### config.mk
export PLATFORM = sky130hd
export DESIGN_NAME = regfile_port_arbiter
export DESIGN_NICKNAME = d
export VERILOG_FILES = /design/src/rtl/regfile_port_arbiter.sv
export SDC_FILE = /design/constraint.sdc
export NUM_CORES = 1
export LEC_CHECK = 0
export ABC_AREA = 1
export BUFFER_PORTS_ARGS = -buffer_cell sky130_fd_sc_hd__buf_2
export CAP_MARGIN = 30
export CORE_UTILIZATION = 40
export CTS_BUF_LIST = sky130_fd_sc_hd__clkbuf_8
export DETAILED_ROUTE_END_ITERATION = 6
export GPL_TIMING_DRIVEN = 1
export PLACE_DENSITY = 0.67
export SYNTH_ARGS = -nofsm -noshare
export SYNTH_HDL_FRONTEND = slang
export SYNTH_SLANG_ARGS = --single-unit
### constraint.sdc
create_clock -name clk -period 3.6 [get_ports clk]
set_clock_uncertainty 0.2 [all_clocks]
set_input_delay 0.18 -clock clk [delete_from_list [all_inputs] [get_ports clk]]
set_output_delay 0.18 -clock clk [all_outputs]
set_load 0.05 [all_outputs]
### src/rtl/regfile_port_arbiter.sv
`default_nettype none
// ============================================================================
// Module   : regfile_port_arbiter
// Brief    : Shares the register-file access port between the execute stage
//            and a debug requester; each debug access steals one core cycle.
// Revision : 1.0 - initial release
// ============================================================================
module regfile_port_arbiter #(
    parameter int DATA_WIDTH   = 8,
    parameter int ADDR_WIDTH   = 5,
    parameter int STARVE_LIMIT = 4
) (
    input  logic                  clk,
    input  logic                  rst,
    input  logic                  core_valid,
    input  logic [2:0]            core_wr_cmd,
    input  logic [ADDR_WIDTH-1:0] core_addr,
    input  logic [DATA_WIDTH-1:0] core_wdata,
    output logic                  core_stall,
    input  logic                  dbg_req,
    input  logic                  dbg_we,
    input  logic [ADDR_WIDTH-1:0] dbg_addr,
    input  logic [DATA_WIDTH-1:0] dbg_wdata,
    output logic                  dbg_ack,
    output logic [DATA_WIDTH-1:0] dbg_rdata,
    output logic                  dbg_err,
    output logic [2:0]            rf_write_cmd,
    output logic [ADDR_WIDTH-1:0] rf_file_addr,
    output logic [DATA_WIDTH-1:0] rf_wdata,
    input  logic [DATA_WIDTH-1:0] rf_rdata
);

    localparam int c_CNT_W = (STARVE_LIMIT < 1) ? 1 : $clog2(STARVE_LIMIT + 1);

    localparam logic [c_CNT_W-1:0]    c_STARVE_MAX = c_CNT_W'(STARVE_LIMIT);
    localparam logic [2:0]            c_CMD_NONE   = 3'b000;
    localparam logic [2:0]            c_CMD_FILE   = 3'b010;
    localparam logic [ADDR_WIDTH-1:0] c_ADDR_TMR0  = ADDR_WIDTH'(1);
    localparam logic [ADDR_WIDTH-1:0] c_ADDR_PCL   = ADDR_WIDTH'(2);

    typedef enum logic [1:0] {
        S_IDLE = 2'd0,
        S_ACC  = 2'd1,
        S_DONE = 2'd2
    } state_t;

    state_t                  r_state;
    logic [c_CNT_W-1:0]      r_starveCnt;
    logic [2:0]              r_accCmd;
    logic [ADDR_WIDTH-1:0]   r_accAddr;
    logic [DATA_WIDTH-1:0]   r_accData;
    logic                    r_accRead;
    logic                    r_accErr;
    logic                    r_coreStall;
    logic                    r_dbgAck;
    logic                    r_dbgErr;
    logic [DATA_WIDTH-1:0]   r_dbgRdata;

    logic w_protected;
    logic w_starved;
    logic w_grant;

    assign w_protected = (dbg_addr == c_ADDR_TMR0) || (dbg_addr == c_ADDR_PCL);
    assign w_starved   = (r_starveCnt == c_STARVE_MAX);
    assign w_grant     = dbg_req && (!core_valid || w_starved);

    always_ff @(posedge clk or negedge rst) begin
        if (!rst) begin
            r_state     <= S_IDLE;
            r_starveCnt <= '0;
            r_accCmd    <= c_CMD_NONE;
            r_accAddr   <= '0;
            r_accData   <= '0;
            r_accRead   <= 1'b0;
            r_accErr    <= 1'b0;
            r_coreStall <= 1'b0;
            r_dbgAck    <= 1'b0;
            r_dbgErr    <= 1'b0;
            r_dbgRdata  <= '0;
        end else begin
            case (r_state)
                S_IDLE: begin
                    if (w_grant) begin
                        // Write command and error are resolved here so ACC only muxes registers.
                        r_accCmd    <= (dbg_we && !w_protected) ? c_CMD_FILE : c_CMD_NONE;
                        r_accAddr   <= dbg_addr;
                        r_accData   <= dbg_wdata;
                        r_accRead   <= !dbg_we;
                        r_accErr    <= dbg_we && w_protected;
                        r_starveCnt <= '0;
                        r_coreStall <= 1'b1;
                        r_state     <= S_ACC;
                    end else if (dbg_req && core_valid) begin
                        // Not granted implies not yet at the limit, so this cannot overflow.
                        r_starveCnt <= r_starveCnt + 1'b1;
                    end else if (!dbg_req) begin
                        r_starveCnt <= '0;
                    end
                end
                S_ACC: begin
                    if (r_accRead) begin
                        r_dbgRdata <= rf_rdata;
                    end
                    r_dbgErr    <= r_accErr;
                    r_dbgAck    <= 1'b1;
                    r_coreStall <= 1'b0;
                    r_state     <= S_DONE;
                end
                S_DONE: begin
                    if (!dbg_req) begin
                        r_dbgAck <= 1'b0;
                        r_state  <= S_IDLE;
                    end
                end
                default: begin
                    r_state <= S_IDLE;
                end
            endcase
        end
    end

    // The core owns the port in every state except the single ACC cycle.
    always_comb begin
        rf_write_cmd = core_wr_cmd;
        rf_file_addr = core_addr;
        rf_wdata     = core_wdata;
        if (r_state == S_ACC) begin
            rf_write_cmd = r_accCmd;
            rf_file_addr = r_accAddr;
            rf_wdata     = r_accData;
        end
    end

    assign core_stall = r_coreStall;
    assign dbg_ack    = r_dbgAck;
    assign dbg_rdata  = r_dbgRdata;
    assign dbg_err    = r_dbgErr;

endmodule
`default_nettype wire

Word-level counts from Yosys, hierarchy flattened
Index checks and enable logic that the tools add are counted.
Word-level totals
  bits in registers: 34
  input bits: 42
  output and inout port bits: 27
  logic and storage cells: 52
Operators by class
  add/subtract/negate cells: 1
  equal/unequal tests: 8
  multiplexer cells: 14
  reductions and logical operators: 18
Operators by type and width (count)
  two-way mux 3 bit: 4
  AND reduction 2 bit: 6
  two-way mux 8 bit: 1
  two-way mux 2 bit: 3
  case mux 2 bit (3 select lines): 1
  == test 5 x 1 -> 1 bit (second input constant): 1
  == test 5 x 2 -> 1 bit (second input constant): 1
  two-way mux 5 bit: 1
  logical AND 1 bit: 4
  inequality test 2 bit (second input constant): 2
  case mux 1 bit (2 select lines): 2
  nonzero test 2 bit: 2
  adder 3 x 1 -> 3 bit (second input constant): 1
  == test 3 bit (second input constant): 1
  zero test 1 bit: 3
  inequality test 3 x 1 -> 1 bit (second input constant): 1
  == test 2 x 1 -> 1 bit (second input constant): 1
  == test 2 bit (second input constant): 1
  zero test 2 bit: 1
  logical OR 1 bit: 2
  two-way mux 1 bit: 2

Longest topological paths before layout
Gate-level depths: netlist (run 1).
  depth after elaboration: 5
  gate-level depth with buffers: 9
  mapped depth without buffers: 8

Least setup slack after synthesis (run 1)
OpenSTA, ideal clock, no wires.
  kind: reg-to-output
  from: register r_state[0]
  to: output port rf_write_cmd[0]
  arrival time: 1.408 ns
  data required time: 3.220 ns
  setup slack: 1.812 ns
  cell stages (with the launch flop): 5
  path buffers: 1
  cell sequence: dfrtp_1 inv_1 nor2_4 buf_4 nor2_1
Between the ends
  cells in the longest elaborated chain, start to end: 2
RTL lines
  start, declared: line 47  | state_t r_state;
  start signal, assigned: line 69  | r_state <= S_IDLE;
  start signal, assigned: line 92  | r_state <= S_ACC;
  start signal, assigned: line 107  | r_state <= S_DONE;
  == test 2 x 1 -> 1 bit: line 127  | if (r_state == S_ACC) begin
  two-way mux 3 bit: line 127
  end, declared: line 27  | output logic [2:0] rf_write_cmd,
Every way passes these cells.

Final worst setup path (run 1)
  from: register r_state[0]
  to: output port rf_wdata[5]
Between the ends
  cells in the longest elaborated chain, start to end: 2
RTL lines
  == test 2 x 1 -> 1 bit: line 127
  two-way mux 8 bit: line 127
  end, declared: line 29  | output logic [DATA_WIDTH-1:0] rf_wdata,
Every way passes these cells.

==> results by stage, run 1 <==
Floorplan:
- The count of standard-cell rows is 22.
- Measured along the x axis, the die boundary spans approximately 65 µm.
- The number of top-level pins is 69.
- The effective utilization at floorplan is 0.424.
- The die outline height is 65.0 µm.
- The core region is 3740 µm².
- The die covers around 4200 µm².

Detailed routing:
- The average wire length per cell after detail routing is 10.5 µm.
- The detailed router placed 1493 vias in this run.
- The number of remaining DRC errors is 0.
- For this block, the initial DRC count from the detailed router was 53.
- The number of antenna-violating nets in the routed design is 0.
- The ratio of routed vias to standard cells is 4.44.
- The sum of routed wire length over all layers is 3.52 mm.
- The first detailed-routing pass took 4 iterations.

Logic synthesis:
- Of the post-synthesis cell area, the part taken by muxes is 0.
- The synthesized area per cell is 8.05 µm².
- Yosys mapped the design onto 18 distinct sky130hd cell types.
- The parity-gate share of the synthesized area counting xor and xnor cells is 0.
- The total standard cell area after synthesis is roughly 1600 µm².
- The simple-gate share of the synthesized area is 0.273.
- For this run, the register share of the synthesized area comes to 0.505.
- The fraction of the mapped netlist area in adder cells is 0.0158.
- The post-synth net total is 241.
- The combinational family with the most area after synthesis is simple AND/OR/NAND/NOR gates.
- Synthesis handed over a netlist of ~200 instances.
- The register bit count reported by yosys is 32.
- During synthesis, Yosys emitted a total of 0 warnings.
- The synthesized-area fraction occupied by ao, oa, aoi and oai cells is 0.110.

Placement:
- The placed wire-length estimate after detailed placement is 2.42 mm.
- The count of input and output buffers is between 60 and 70.
- The routability congestion estimate is between 0.7 and 0.8.

Power:
- The power share of the clock group is 0.212.
- The ratio of total power to cell area is 608 nW/µm².
- The internal cell power is 757 µW.
- VDD sags by at most 0.316 mV.
- The switching component of the power is around 600 µW.
- The relative contribution of combinational cells to total power is 0.413.
- The total power is 1.36 mW.
- Of the total power, the share spent switching nets is 0.445.
- In this run the static leakage power is 1.24 nW.
- The sequential fraction of design power is 0.375.

Final layout:
- Across the whole layout, storage elements account for 801 µm².
- Summing all multi-input logic gate instances after layout gives 632 µm².
- The antenna diode count is 0.
- Relative to the synthesized area, the layout overhead comes to 41.4%.
- The net count reported at finish is about 330.
- Fill cells in the final layout number 353.
- The layout cell share with drive strength beyond 1 is 0.316.

Job:
- Max-cap violations in this run came to 0.

Critical path:
- For the worst setup path, the data arrival time is 1.86 ns.
- The worst setup path is of the flop to output pin kind.
- STA classifies the critical path startpoint as a flop.
- The maximum fanout along the worst path is 26.
- The data required time of the worst path is around 3.2 ns.
- The worst setup path is captured at an output pin.

Global routing:
- The first-pass GRT wire length is 5.99 mm.
- The total overflow left after global routing is 0.
- In the global route stage, overall resource usage came out at 0.187.
- Entering global routing, the biggest net connects 33 pins.
- The via count of the first global-routing pass is 1399.
- The initial antenna violation count was 0.

Clock network:
- The clock passes through at most 2 buffers.
- The H-tree depth is 2.
- The cell sitting at the root of the clock tree is a clkbuf_8.
- In this run, CTS created clock tree buffers numbering 5.
- The total number of clock tree sinks is 32.
- The later pin in the worst-skew pair is clocked with a latency of roughly 0.28 ns.
- The CTS tree is built.
- The clock-pin slew on the worst setup and hold paths is about 0.070 ns.

Timing:
- The number of max-slew violations in the final report was 0.
- The relative max-transition margin is 0.536.
- Adding up every negative setup slack in the final design gives 0 ns.
- The minimum clock period is 2.24 ns.
- Setup violations remaining at the end of the flow were counted as 0.
- Setup repair after global routing left no endpoint under its margin.
- The count of endpoints failing hold in the final timing report was 0.
- The ratio of final minimum period to clock period is 0.621.
- For the pin with the worst max-slew slack, the measured transition is roughly 0.7 ns.
- The maximum clock frequency is 447 MHz.

Min path:
- The class of the tightest hold or removal check is input port to flop.

Run status:
- The run finished with clean final reports.
==> area by class of cell <==
cell class,instances,area share
clock buffers,6,0.0368
clock inverters,2,0.00669
inverters,24,0.0413
multi-input cells,134,0.282
flip-flops and latches,32,0.357
well taps,48,0.0268
repair buffers,90,0.250
==> critical path, stage by stage (launching register included) <==
cell     delay (ns)
dfrtp_1        0.39
inv_1          0.11
nor2_4         0.38
inv_4          0.23
o21ai_2        0.18
buf_2          0.28
==> layout by cell type, fill, tap and decap left out <==
cell type,count
nor2_2,1
nor2_4,2
clkinvlp_4,2
o22ai_1,4
inv_2,1
inv_1,22
nand3_2,1
inv_4,1
ha_1,2
o21ai_0,12
nand3_1,12
o21ai_2,9
nand2_1,84
clkbuf_8,6
dfrtp_1,32
dlygate4sd3_1,22
o21ai_1,2
nor2_1,5
buf_2,68
==> sequential cells by signal, indices dropped and copies added, names as in the netlist <==
signal and flops:
core_stall 1, dbg_ack 1, dbg_err 1, dbg_rdata 8, r_accAddr 5, r_accCmd 1, r_accData 8, r_accErr 1
r_accRead 1, r_starveCnt 3, r_state 2
==> worst paths after layout <==
check	start	to	slack (ns)	cells after the start
worst min-delay path	dbg_addr[3]	r_accAddr[3]	0.004	3
worst max register to register	r_starveCnt[0]	r_accCmd[1]	1.69	8
max in group asynchronous	rst	dbg_err	2.47	2
worst min register to register	dbg_err	dbg_err	0.27	2
worst max-delay path	r_state[0]	rf_wdata[5]	1.36	5
min in group asynchronous	rst	r_accData[2]	0.28	2
==> routing by layer <==
layer,GRT usage,vias to the layer above,wire (µm)
met5,0,-,0
met4,0.0833,0,67
met3,0.0317,5,132
met2,0.309,39,1700
met1,0.237,658,1620
li1,-,791,-
==> Yosys cell counts, drive strengths merged <==
library cell,n,share of area
o21ai,23,0.094
ha,2,0.016
o22ai,4,0.016
nand3,13,0.044
buf,7,0.039
inv,24,0.058
nor2,8,0.030
nand2,84,0.20
dfrtp,32,0.50
==> cell families (layout without fill, tap and decap cells) <==
| family | after synthesis | count (layout) |
|---|---|---|
| adder cells (fa/ha/maj) | 2 | 2 |
| buffers and inverters | 31 | 122 |
| AO/OA/AOI/OAI | 27 | 27 |
| flip-flops | 32 | 32 |
| AND/OR/NAND/NOR | 105 | 105 |
==> power by group through the flow <==
stage	registers, mW	logic (mW)	clock network (mW)
floorplan	0.699	0.239	0
global placement	0.516	0.541	0
detailed placement	0.519	0.550	0
CTS	0.513	0.568	0.295
global route	0.525	0.607	0.311
finish	0.512	0.563	0.289
==> per-stage QoR <==
step           hold slack [ns]  instance area (µm²)   util  cells  setup WS, ns
2_1_floorplan           -0.316                 1590      -    197          1.81
3_3_place_gp            0.0654                 1930  0.514    306          1.68
3_5_place_dp            0.0638                 1930  0.514    306          1.67
4_1_cts                0.00184                 2240  0.599    336          1.36
5_1_grt                 0.0155                 2240  0.599    336          1.23
6_report               0.00388                 2240  0.599    336          1.36
==> what timing repair did <==
action	CTS	global route
endpoints found under the hold margin	55	0
resized for setup	0	0
endpoints found under the setup margin	0	0
setup buffers	0	0
hold buffers	22	0
Power figures use the tool's default switching activity.
==> run 2: changes to the inputs <==
Settings changed: ABC_AREA 1 to 0, PLACE_DENSITY 0.67 to 0.68.
Clock period 3.6 ns to 2.1 ns, I/O delays scaled along.
==> results by stage, run 2 <==
Run status:
- Result of the run: complete, no violations (unchanged).

Floorplan:
- The total core area is 3470 µm² (was 3740 µm²).
- The number of top-level pins is 69 (unchanged).
- The effective utilization at floorplan is 0.436 (was 0.424).
- The die extent in x was 63.5 µm (was 65.0 µm).
- The count of standard-cell rows came to 21 (was 22).
- The die outline height is 63.5 µm (was 65.0 µm).
- The die footprint is 4030 µm² (was 4220 µm²).

Placement:
- The count of input and output buffers is 68 (unchanged).
- The routability congestion estimate is 0.701 (was 0.741).
- The placed wire-length estimate after detailed placement is 2.32 mm (was 2.42 mm).

Critical path:
- The arrival time of the worst setup path is 1.96 ns (was 1.86 ns).
- The number of buffers and inverters on the critical path is 2 (was 3).
- The endpoint of the worst-slack reg-to-reg timing path is r_accErr (was r_accCmd[1]).
- The kind of critical path is flop to flop (was flop to output pin).
- The kind of cell with the highest combined delay on the critical path is flip-flops (was buffers and inverters).
- The kind of capture point of the worst setup path is a flop (was output pin).
- The maximum fanout along the worst path came to 18 (was 26).
- The launching element type of the critical path is a flop (unchanged).
- The data required time of the worst path is 2.06 ns (was 3.22 ns).
- The cell count of the worst reg-to-reg path was 6 (was 8).
- Series of cell instances along the critical path: inv_1, ha_1, nand2_2, a2111oi_4, buf_12, mux2_2 (was inv_1, nor2_4, inv_4, o21ai_2, buf_2).
- The critical-path cell with the highest stage delay was dfrtp_1 (unchanged).
- The delay of the slowest cell on the worst path is 0.39 ns (about the same).
- The flop-to-flop setup slack is 0.1 ns (was 1.69 ns).
- The worst reg2reg path startpoint is r_starveCnt[0] (unchanged).

Clock network:
- The latest clock arrival within the worst-skew pair is 0.27 ns (was 0.28 ns).
- The total number of clock tree sinks is 32 (unchanged).
- The root buffer selected by CTS is clkbuf_8 (unchanged).
- The CTS tree was built (unchanged).
- The CTS buffer count is 5 (unchanged).
- The number of buffers added for setup after CTS was 0 (unchanged).
- The maximum count of clock buffers along a single path is 2 (unchanged).
- The H-tree depth is 2 (unchanged).
- The clock-pin slew on the worst setup and hold paths was 0.06 ns (was 0.07 ns).

Timing:
- The total negative setup slack is 0 ns (unchanged).
- The maximum clock frequency is roughly 500 MHz.
- The number of max-slew violations in the final report is 0 (unchanged).
- The number of failing setup endpoints in the final timing report is 0 (unchanged).
- Subtracting the final worst setup slack from the clock period gives approximately 2.0 ns.
- The relative max-transition margin came to 0.546 (was 0.536).
- Setup repair after global routing missed its margin: no (unchanged).
- The ratio of final minimum period to clock period is 0.953.
- The transition time at the pin with the least slew margin was 0.681 ns (was 0.695 ns).
- The count of endpoints failing hold in the final timing report was 0 (unchanged).

Logic synthesis:
- The number of flops mapped to enable cells by yosys is 0 (unchanged).
- Ranking of synthesized cells by area: dfrtp_1 53%, mux2_2 23%, mux2_4 6.0% (was dfrtp_1 50%, nand2_1 20%, inv_1 5.2%).
- The prevailing post-synth register cell is dfrtp_1 (unchanged).
- The synthesized-area fraction occupied by ao, oa, aoi and oai cells was 0.0546 (was 0.110).
- The number of instances in the synthesized netlist is 109 (was 197).
- The synthesized area per cell is 13.9 µm² (was 8.05 µm²).
- The multiplexer share of the synthesized area is 0.304 (was 0).
- The post-synth net total was 153 (was 241).
- The fraction of the mapped netlist area in adder cells is 0.0165 (was 0.0158).
- The number of warning messages in the yosys log came to 0 (unchanged).
- The register bit count reported by yosys is 32 (unchanged).
- The dominant cell by count in the synthesized netlist is dfrtp_1 (was nand2_1).
- The total standard cell area after synthesis is 1510 µm² (was 1590 µm²).
- The cell accounting for the most synthesized area is dfrtp_1 (unchanged).
- The async set-reset flop share out of synthesis is 1.00 (unchanged).
- The distinct cell type count of the synthesized netlist was 27 (was 18).
- The portion of synthesized cell area occupied by the leading cell type was 0.529 (was 0.505).
- Leading post-synthesis cells by instance count: 32 x dfrtp_1, 31 x mux2_2, 8 x inv_1, 6 x mux2_4, 4 x nand2_1 (was 84 x nand2_1, 32 x dfrtp_1, 22 x inv_1, 12 x nand3_1, 12 x o21ai_0).
- The simple-gate share of the synthesized area was 0.0562 (was 0.273).
- The combinational family with the most area after synthesis is multiplexers (was simple AND/OR/NAND/NOR gates).
- The parity-gate share of the synthesized area counting xor and xnor cells was 0.00579 (was 0).
- The register area share after synthesis is 0.529 (was 0.505).

Power:
- The total power is 2.44 mW (was 1.36 mW).
- The sequential fraction of design power came to 0.371 (was 0.375).
- The fraction of power spent switching nets was 0.401 (was 0.445).
- The ratio of total power to cell area came to 1070 nW/µm² (was 608 nW/µm²).
- The internal cell power is 1.46 mW (was 757 µW).
- The worst vdd rail ir drop was 0.577 mV (was 0.316 mV).
- The relative contribution of combinational cells to total power was 0.425 (was 0.413).
- The switching component of the power is 975 µW (was 608 µW).
- The leakage power figure came to 1.09 nW (was 1.24 nW).
- The power share of the clock group is 0.204 (was 0.212).

Detailed routing:
- The number of optimization iterations in the first detailed-route pass came to 5 (was 4).
- The ratio of routed vias to standard cells is 4.78 (was 4.44).
- The number of antenna-violating nets in the routed design is 0 (unchanged).
- The sum of routed wire length over all layers is 3.43 mm (was 3.52 mm).
- The via count is 1214 (was 1493).
- The average wire length per cell after detail routing is 13.5 µm (was 10.5 µm).
- The number of remaining DRC errors was 0 (unchanged).
- The number of DRC violations after detailed-routing iteration 0 was 36 (was 53).

Final layout:
- The antenna diode count came to 0 (unchanged).
- The most common cell after layout, fill and taps aside is buf_2 (was nand2_1).
- The synthesis-to-finish area growth is 50.0% (was 41.4%).
- The layout cell share with drive strength beyond 1 was 0.567 (was 0.316).
- The net count reported at finish is 252 (was 331).
- Most frequent cells in the layout: 68 x buf_2, 32 x dfrtp_1, 31 x mux2_2 (was 84 x nand2_1, 68 x buf_2, 32 x dfrtp_1).

Global routing:
- The first-pass GRT wire length came to 5.81 mm (was 5.99 mm).
- The overall global routing resource usage is 0.191 (was 0.187).
- The initial antenna violation count is 0 (unchanged).
- The largest net degree at the start of global routing is 33 (unchanged).
- The total congestion overflow after global routing was 0 (unchanged).
- The via count of the first global-routing pass is 1290 (was 1399).

Min path:
- The class of the tightest hold or removal check is input port to asynchronous set/reset pin (was input port to flop).

Job:
- The count of maximum capacitance violations is 0 (unchanged).
[run 2: metrics by stage]
| stage | cell area (µm²) | hold slack (ns) | utilization | instances | worst slack (ns) |
|---|---|---|---|---|---|
| 2_1_floorplan | 1510 | -0.391 | - | 109 | 0.0127 |
| 3_3_place_gp | 1920 | -0.0224 | 0.553 | 222 | 0.179 |
| 3_5_place_dp | 1920 | -0.0151 | 0.553 | 222 | 0.0897 |
| 4_1_cts | 2270 | 0.227 | 0.653 | 254 | 0.0479 |
| 5_1_grt | 2270 | 0.292 | 0.654 | 254 | 0.0174 |
| 6_report | 2270 | 0.212 | 0.654 | 254 | 0.0986 |
[run 2: cell families after synthesis]
family	count (synthesis)
muxes	39
DFF	32
and+or+nand+nor	15
buffers and inverters	11
AOI/OAI and AO/OA	9
adders and majority gates	2
xor gates and xnor gates	1
[run 2: worst max-delay path by stage]
stage	startpoint	endpoint	slack, ns	cells past startpoint
after CTS	r_state[0]	rf_wdata[0]	0.05	4
after global placement	r_starveCnt[0]	r_accAddr[4]	0.18	6
after global routing	r_state[0]	rf_wdata[3]	0.02	4
final	r_starveCnt[0]	r_accErr	0.1	6
after detailed placement	r_starveCnt[0]	r_accData[5]	0.09	6
after floorplan	r_starveCnt[0]	r_accAddr[0]	0.01	6
[run 2: worst register-to-register path: cells and delay by family (launching register included)]
| family | cells | cell delay, ns |
|---|---|---|
| flops | 1 | 0.39 |
| compound gates | 1 | 0.35 |
| mux | 1 | 0.34 |
| buf+inv | 2 | 0.31 |
| fa+ha+maj | 1 | 0.19 |
| simple gates | 1 | 0.10 |
[run 2: final cells by class]
class | instances | area [µm²]
Fill cell | 273 | 1200
Sequential cell | 32 | 801
Multi-Input combinational cell | 66 | 663
Timing Repair Buffer | 95 | 622
Clock buffer | 7 | 96.3
Tap cell | 46 | 57.6
Inverter | 8 | 30.0
[run 2: power groups by stage]
stage	clock, mW	sequential [mW]	combinational (mW)
after floorplan	0	1.23	0.437
after global placement	0	0.901	0.986
after detailed placement	0	0.916	1.00
after CTS	0.508	0.907	1.04
after global routing	0.533	0.924	1.10
final	0.496	0.903	1.04
[run 2: layer usage]
layer,vias to the layer above,GRT usage,part of all wire
met4,0,0.0881,0.017
met1,594,0.197,0.39
met3,4,0.0525,0.036
met2,30,0.351,0.56
li1,586,-,-
met5,-,0,0
[run 2: repair_timing]
| action | in CTS | in global routing |
|---|---|---|
| setup endpoints to repair | 0 | 14 |
| hold buffers | 25 | 0 |
| hold endpoints to repair | 58 | 0 |
| gates resized for setup | 0 | 1 |
==> run 3: changes to the inputs <==
Settings changed: BUFFER_PORTS_ARGS -buffer_cell sky130_fd_sc_hd__buf_2 to -buffer_cell sky130_fd_sc_hd__clkbuf_2, CORE_UTILIZATION 40 to 42, PLACE_DENSITY 0.68 to 0.71.
==> results by stage, run 3 (same netlist as run 2, synthesis figures left out) <==
Timing:
- The total negative setup slack came to 0 ns (unchanged).
- The worst hold slack is 0.237 ns (was 0.212 ns).
- The count of endpoints failing hold in the final timing report was 0 (unchanged).
- The relative max-transition margin is 0.497 (was 0.546).
- The maximum clock frequency is 500 MHz (about the same).
- The ratio of final minimum period to clock period is 0.952 (was 0.953).
- The number of failing setup endpoints in the final timing report is 0 (unchanged).
- The number of max-slew violations in the final report came to 0 (unchanged).
- The transition time at the pin with the least slew margin came to 0.755 ns (was 0.681 ns).
- Setup repair after global routing missed its margin: no (unchanged).
- The minimum clock period is 2.00 ns (about the same).

Placement:
- The routability congestion estimate is 0.668 (was 0.701).
- The count of input and output buffers is 68 (unchanged).
- The placed wire-length estimate after detailed placement came to 2.28 mm (was 2.32 mm).

Critical path:
- The endpoint of the worst-slack reg-to-reg timing path is r_accErr (unchanged).
- The launching element type of the critical path is a flop (unchanged).
- The worst reg2reg path startpoint is r_starveCnt[0] (unchanged).
- The arrival time of the worst setup path is 1.95 ns (was 1.96 ns).
- The flop-to-flop setup slack is 0.10 ns (was 0.1 ns).
- The maximum fanout along the worst path is 18 (unchanged).
- The delay of the slowest cell on the worst path is 0.37 ns (was 0.39 ns).
- The critical-path cell with the highest stage delay is dfrtp_1 (unchanged).
- The kind of capture point of the worst setup path is a flop (unchanged).
- The data required time of the worst path was 2.05 ns (was 2.06 ns).
- The cell count of the worst reg-to-reg path was 6 (unchanged).
- The kind of critical path was flop to flop (unchanged).
- Series of cell instances along the critical path: inv_1, ha_1, nand2_2, a2111oi_4, buf_12, mux2_2 (unchanged).

Detailed routing:
- The number of remaining DRC errors is 0 (unchanged).
- The via count is 1211 (was 1214).
- The number of antenna-violating nets in the routed design was 0 (unchanged).
- The number of DRC violations after detailed-routing iteration 0 was 39 (was 36).
- The sum of routed wire length over all layers is 3.38 mm (was 3.43 mm).
- The number of optimization iterations in the first detailed-route pass is 4 (was 5).
- The ratio of routed vias to standard cells came to 4.79 (was 4.78).
- The average wire length per cell after detail routing is 13.4 µm (was 13.5 µm).

Clock network:
- The CTS tree is built (unchanged).
- The root buffer selected by CTS is clkbuf_8 (unchanged).
- The H-tree depth was 2 (unchanged).
- The maximum count of clock buffers along a single path came to 2 (unchanged).
- The total number of clock tree sinks came to 32 (unchanged).
- The latest clock arrival within the worst-skew pair is 0.27 ns (about the same).
- The number of buffers added for setup after CTS is 0 (unchanged).
- The clock-pin slew on the worst setup and hold paths is 0.06 ns (about the same).
- The CTS buffer count is 5 (unchanged).

Job:
- The count of maximum capacitance violations is 0 (unchanged).

Global routing:
- The overall global routing resource usage is 0.196 (was 0.191).
- The largest net degree at the start of global routing is 33 (unchanged).
- The first-pass GRT wire length is 5.22 mm (was 5.81 mm).
- The via count of the first global-routing pass came to 1152 (was 1290).
- The initial antenna violation count is 0 (unchanged).
- The total congestion overflow after global routing came to 0 (unchanged).

Final layout:
- The number of fill cells is 258 (was 273).
- The most common cell after layout, fill and taps aside is clkbuf_2 (was buf_2).
- The net count reported at finish is 253 (was 252).
- The antenna diode count is 0 (unchanged).
- The area occupied by registers is 801 µm² (unchanged).
- The synthesis-to-finish area growth came to 48.7% (was 50.0%).
- The multi-input gate area in the final layout is 663 µm² (unchanged).
- The layout cell share with drive strength beyond 1 came to 0.565 (was 0.567).
- Most frequent cells in the layout: 68 x clkbuf_2, 32 x dfrtp_1, 31 x mux2_2 (was 68 x buf_2, 32 x dfrtp_1, 31 x mux2_2).

Power:
- The ratio of total power to cell area is 1050 nW/µm² (was 1070 nW/µm²).
- The worst vdd rail ir drop is 0.598 mV (was 0.577 mV).
- The leakage power figure is 1.09 nW (about the same).

Floorplan:
- The die footprint is 3850 µm² (was 4030 µm²).
- The die outline height is 62.0 µm (was 63.5 µm).
- The effective utilization at floorplan is 0.446 (was 0.436).
- The count of standard-cell rows is 21 (unchanged).
- The number of top-level pins is 69 (unchanged).
- The die extent in x is 62.0 µm (was 63.5 µm).
- The total core area is 3390 µm² (was 3470 µm²).

Run status:
- Result of the run: complete, no violations (unchanged).

Min path:
- The class of the tightest hold or removal check is input port to asynchronous set/reset pin (unchanged).
## run 3: cell types whose count changed in the layout (fill, tap and decap cells not counted), sizes merged
cell    before  now
buf         70    3
clkbuf       7   73
## run 3: power by group
group	internal, mW	switching [mW]	total, mW	leakage, nW
registers	0.805	0.107	0.912	0.387
clock network	0.213	0.187	0.400	0.0359
logic	0.362	0.679	1.04	0.672
## run 3: how the worst max path moves through the flow
stage	startpoint	to	slack, ns	depth (start not counted)
floorplan	r_starveCnt[0]	r_accAddr[0]	0.01	6
global placement	r_starveCnt[0]	r_accAddr[4]	0.18	6
detailed placement	r_starveCnt[0]	r_accErr	0.12	6
CTS	r_state[0]	rf_wdata[6]	0.04	4
global route	r_starveCnt[0]	r_accData[3]	0.004	6
finish	r_starveCnt[0]	r_accErr	0.10	6
## run 3: critical path, delay by kind of cell, from the launching register on
kind                       cells  cell delay [ns]
AOI/OAI and AO/OA              1             0.36
adders and majority gates      1             0.19
buffers and inverters          2             0.32
DFF                            1             0.37
muxes                          1             0.34
and+or+nand+nor                1             0.10
## run 3: area by class of cell
cell class	instances	area share
Clock buffer	5	0.0306
Inverter	8	0.0133
Multi-Input combinational cell	66	0.295
Sequential cell	32	0.356
Tap cell	46	0.0256
Timing Repair Buffer	96	0.280
## run 3: layer usage
| metal | routed length (µm) | vias to the layer above | track usage |
|---|---|---|---|
| li1 | - | 580 | - |
| met1 | 1340 | 599 | 0.226 |
| met2 | 1890 | 30 | 0.350 |
| met3 | 138 | 2 | 0.0621 |
| met4 | 8 | 0 | 0.0571 |
| met5 | 0 | - | 0 |
## run 3: repair_timing
action	CTS	global route
endpoints found under the hold margin	58	0
hold buffers	25	0
setup endpoints to repair	0	14
gates resized for setup	0	1
## run 3: stage by stage
stage               instances  worst slack (ns)  cell area (µm²)  power [mW]  utilization
floorplan                 109            0.0127             1510        1.67            -
global placement          223             0.180             1930        1.89        0.568
detailed placement        223             0.123             1930        1.93        0.568
CTS                       253            0.0399             2250        2.36        0.663
global route              253           0.00439             2250        2.47        0.664
finish                    253             0.101             2250        2.35        0.664
